### config.mk
export PLATFORM = sky130hd
export DESIGN_NAME = intel8085_system
export DESIGN_NICKNAME = d
export VERILOG_FILES = /design/src/rtl/intel8085_system.sv
export SDC_FILE = /design/constraint.sdc
export NUM_CORES = 1
export LEC_CHECK = 0
export BUFFER_PORTS_ARGS = -buffer_cell sky130_fd_sc_hd__clkbuf_2
export CELL_PAD_IN_SITES_DETAIL_PLACEMENT = 1
export CELL_PAD_IN_SITES_GLOBAL_PLACEMENT = 2
export CORE_MARGIN = 2
export CORE_UTILIZATION = 24
export CTS_CLUSTER_DIAMETER = 120
export DETAILED_ROUTE_END_ITERATION = 10
export GPL_ROUTABILITY_DRIVEN = 0
export PLACE_DENSITY_LB_ADDON = 0.1
export SYNTH_ARGS = -nofsm -noshare
export SYNTH_HDL_FRONTEND = slang
export SYNTH_SLANG_ARGS = --single-unit
### constraint.sdc
create_clock -name clk -period 1.15 [get_ports clk]
set_input_delay 0 -clock clk [delete_from_list [all_inputs] [get_ports clk]]
set_output_delay 0 -clock clk [all_outputs]
set_load 0.02 [all_outputs]
### src/rtl/intel8085_system.sv
// 8085 bus monitor: address latch, machine-cycle decode, instruction register and MOV decode.
// Optional register file with MOV execution and debug readback is enabled by defining I8085_REGFILE_EN.
module intel8085_system #(
  parameter int DATA_W = 8
) (
  input  logic              clk,
  input  logic              rst,
  input  logic              dbus_to_instr_reg,
  input  logic              ALE,
  input  logic              RDn,
  input  logic              WRn,
  input  logic              IOMn,
  input  logic              S1,
  input  logic              S0,
  input  logic [DATA_W-1:0] laddress_data,
  input  logic [DATA_W-1:0] haddress,
  input  logic [2:0]        dbg_sel,
  output logic [15:0]       address,
  output logic [2:0]        cycle_type,
  output logic [DATA_W-1:0] instr,
  output logic              ir_valid,
  output logic              is_mov,
  output logic              is_halt,
  output logic [2:0]        mov_dst,
  output logic [2:0]        mov_src,
  output logic [DATA_W-1:0] dbg_data
);

  // A floating IO/M line reads as an I/O cycle; unknown status bits fall to the idle default.
  logic iom_eff;
  assign iom_eff = (IOMn === 1'b0) ? 1'b0 : 1'b1;

  always_comb begin
    cycle_type = 3'd0;
    case ({iom_eff, S1, S0})
      3'b011:  cycle_type = 3'd1;
      3'b010:  cycle_type = 3'd2;
      3'b001:  cycle_type = 3'd3;
      3'b110:  cycle_type = 3'd4;
      3'b101:  cycle_type = 3'd5;
      3'b000:  cycle_type = 3'd6;
      default: cycle_type = 3'd0;
    endcase
  end

  // Strobes are observed only, never used to qualify loads.
  logic unused_strobes;
  assign unused_strobes = ^{RDn, WRn};

  assign is_halt = (instr == 8'h76);
  assign is_mov  = (instr[7:6] == 2'b01) && !is_halt;
  assign mov_dst = instr[5:3];
  assign mov_src = instr[2:0];

  always_ff @(posedge clk) begin
    if (rst) begin
      address  <= 16'h0000;
      instr    <= '0;
      ir_valid <= 1'b0;
    end else begin
      if (ALE)
        address <= {haddress, laddress_data};
      if (dbus_to_instr_reg) begin
        instr    <= laddress_data;
        ir_valid <= 1'b1;
      end else begin
        ir_valid <= 1'b0;
      end
    end
  end

`ifdef I8085_REGFILE_EN
  logic [DATA_W-1:0] regs [8];
  logic              exec;

  assign exec = ir_valid && !dbus_to_instr_reg && is_mov &&
                (mov_dst != 3'd6) && (mov_src != 3'd6);

  always_ff @(posedge clk) begin
    if (rst) begin
      regs[0] <= 8'h10;
      regs[1] <= 8'h11;
      regs[2] <= 8'h12;
      regs[3] <= 8'h13;
      regs[4] <= 8'h14;
      regs[5] <= 8'h15;
      regs[6] <= 8'h00;
      regs[7] <= 8'h17;
    end else if (exec) begin
      regs[mov_dst] <= regs[mov_src];
    end
  end

  assign dbg_data = (dbg_sel == 3'd6) ? '0 : regs[dbg_sel];
`else
  logic [2:0] unused_dbg_sel;
  assign unused_dbg_sel = dbg_sel;
  assign dbg_data       = '0;
`endif

endmodule

==> impl_metrics.tcl <==
set metrics [dict create \
    fin_crit_ns 1.28 \
    finalNonFillerCells 221 \
    required_ns 1.15 \
    cts_made_buffers 3 \
    fin_hold_ws_ns 0.00462 \
    fin_ws_ns -0.132 \
    grt_max_degree 26 \
    dieArea_mm2 0.00502 \
    coreArea_mm2 0.00432 \
    via_count 913 \
    grt.total_usage 0.113 \
    htree_levels 1 \
    min_path_cells 3 \
    hold_path.class "primary input to flip-flop" \
    antenna_found_initial 0 \
    drt_iter0_markers 47 \
    clk_pin_slew_ns 0.09 \
    rows 24 \
    drtPass1Iterations 4 \
    crit_type "flip-flop to output pin" \
    worstSetupEndpointType "output pin" \
    postCtsSetupRepairBufs 0 \
    syn_inst 106 \
    peakVddDrop_mv 0.418 \
    hold_violations 0 \
    r2r_end "instr[3]$_SDFFE_PP0P_" \
    syn_area_mm2 0.00107 \
    clk_latency_ns 0.26 \
    routed_via_density 4.13 \
    cp-start-kind "flip-flop" \
    fill_cells 537 \
    die-height_um 70.8 \
    worstHoldStart "laddress_data[0]" \
    avgSynthCellArea_um2 10.1 \
    drt-wirelength-per-cell_um 12.6 \
    routed_wl_um 2790 \
    dp_hpwl_um 2020 \
    drive_above_1_share 0.408 \
    status "complete, but fails checks" \
    clockBufferDepth 2 \
    slowest_delay_ns 0.32 \
    syn_to_final_growth_pct 40.1 \
    fin_crit_sh 1.11 \
    rsz0062_at_grt "yes" \
    cts_tree "done" \
    die_w_um 70.8 \
    yosysTopAreaCell "dfxtp_1" \
    start_util 0.248 \
    grt_pass1_vias 999 \
    crit_arrival_ns 1.28 \
    yosysUniqueCellTypes 19 \
    io_buffer_count 58 \
    cp_slowest_cell "dfxtp_2" \
    slew_violations 0 \
    cap_violations 0 \
    dp.cells 205 \
    yosys-top-cells-area "dfxtp_1 (47%), mux2i_1 (22%), buf_4 (11%)" \
    powerDensity_mw_per_mm2 1250 \
    fmax_mhz 780 \
    postRouteAntennaNets 0 \
    async_flop_share 0 \
    p_leak_nw 0.791 \
    ys_warn_count 0 \
    hold_end "address[0]$_SDFFE_PP0P_" \
    synth_edf_count 0 \
    cts.sinks 25 \
    synth_top_area_share 0.467 \
    synth_seq_cells 25 \
    clock_skew_ns 0 \
    drc 0 \
    antenna_cells 0 \
    synth-main-ff-cell "dfxtp_1" \
    root_buffer "clkbuf_8" \
    path_cells "nand4b_1 > o311a_1 > clkbuf_2" \
    reg2reg_depth 3 \
    slew-limit-headroom 0.662 \
    synth_seq_area_share 0.467 \
    nNetsFinal 198 \
    ios 72 \
    grt-ovfl-total 0 \
    worstReg2RegStart "instr[3]$_SDFFE_PP0P_" \
    cp_max_fo 2 \
    grt_pass1_wl_um 4510 \
    violations "negative setup slack" \
    setup_viol 2 \
    reg2reg_setup_slack_ns 0.40 \
    tightest_slew_ns 0.508 \
]
[layout by cell type (no fill, tap or decap)]
cell type,synthesis,final
clkbuf_2,0,57
mux2i_1,24,24
nor2_1,24,24
dfxtp_1,25,21
dlygate4sd3_1,0,12
conb_1,1,8
dfxtp_2,0,4
clkbuf_8,0,3
inv_1,2,2
buf_4,15,2
xor2_1,1,1
nor3_1,1,1
a21o_1,1,1
a21oi_1,1,1
nand4b_1,1,1
nand2b_1,1,1
nor4_2,0,1
a21boi_0,1,1
o311a_1,1,1
nor2b_1,1,1
clkinv_2,0,1
buf_12,1,1
[worst max path at each step]
stage          slack, ns  endpoint  cells after the start                  start
2_1_floorplan       0.05   is_halt                      2  instr[5]$_SDFFE_PP0P_
6_report           -0.13    is_mov                      3  instr[3]$_SDFFE_PP0P_
5_1_grt            -0.20    is_mov                      3  instr[3]$_SDFFE_PP0P_
3_3_place_gp        0.14    is_mov                      3  instr[2]$_SDFFE_PP0P_
3_5_place_dp        0.11    is_mov                      3  instr[2]$_SDFFE_PP0P_
4_1_cts            -0.16    is_mov                      3  instr[3]$_SDFFE_PP0P_
[cell usage after synthesis, drive strengths merged (2+ instances only)]
cell type	n
inv	2
buf	20
mux2i	24
dfxtp	25
nor2	24
[layer usage]
| layer | GRT usage | wire, µm | share of wire | vias to the layer above |
|---|---|---|---|---|
| met5 | 0 | 0 | 0 | - |
| met4 | 0.0314 | 8 | 0.0029 | 0 |
| met3 | 0.0256 | 190 | 0.068 | 2 |
| met2 | 0.215 | 1470 | 0.53 | 35 |
| met1 | 0.124 | 1130 | 0.40 | 423 |
| li1 | - | - | - | 453 |
[cells by family after synthesis]
group,count (synthesis),synth area share
xor+xnor,1,0.00817
buf+inv,22,0.155
flops,25,0.467
other cells,1,0.00350
mux,24,0.224
simple gates,29,0.114
compound gates,4,0.0280
[what timing repair did]
| item | CTS | global route |
|---|---|---|
| hold buffers | 12 | 0 |
| gates resized for setup | 4 | 2 |
| endpoints found under the hold margin | 13 | 0 |
| pin swaps | 1 | 0 |
| setup endpoints to repair | 2 | 2 |
[registers in the layout, summed over array words and instances, names as in the netlist]
signal and cells:
instr 8, address 16, ir_valid 1
[layout make-up]
cell class	count	area, µm²	area share
Clock buffer	3	41.3	0.0275
Tap cell	52	65.1	0.0433
Inverter	2	7.51	0.00500
Multi-Input combinational cell	66	438	0.291
Clock inverter	1	5.00	0.00333
Sequential cell	25	505	0.336
Timing Repair Buffer	72	440	0.293
[power by group]
part	total [W]	switching [W]	internal (W)
sequential	0.000952	0.0000337	0.000919
clock	0.000521	0.000279	0.000242
combinational	0.000406	0.000239	0.000167
total	0.00188	0.000552	0.00133
[critical path: cells and delay by family, from the launching register on]
kind | cells | cell delay, ns
simple gates | 1 | 0.21
flops | 1 | 0.32
compound gates | 1 | 0.32
buf+inv | 1 | 0.16
[through the flow]
stage               setup slack (ns)  power [W]  setup TNS, ns  instance area, µm²  utilization
global route                  -0.198    0.00200         -0.362                1500        0.348
finish                        -0.132    0.00188         -0.201                1500        0.348
floorplan                     0.0511    0.00125              0                1100            -
detailed placement             0.115    0.00135              0                1330        0.307
CTS                           -0.161    0.00191         -0.289                1500        0.347
global placement               0.141    0.00134              0                1330        0.307
No activity file was read; power rests on OpenSTA's default activity.
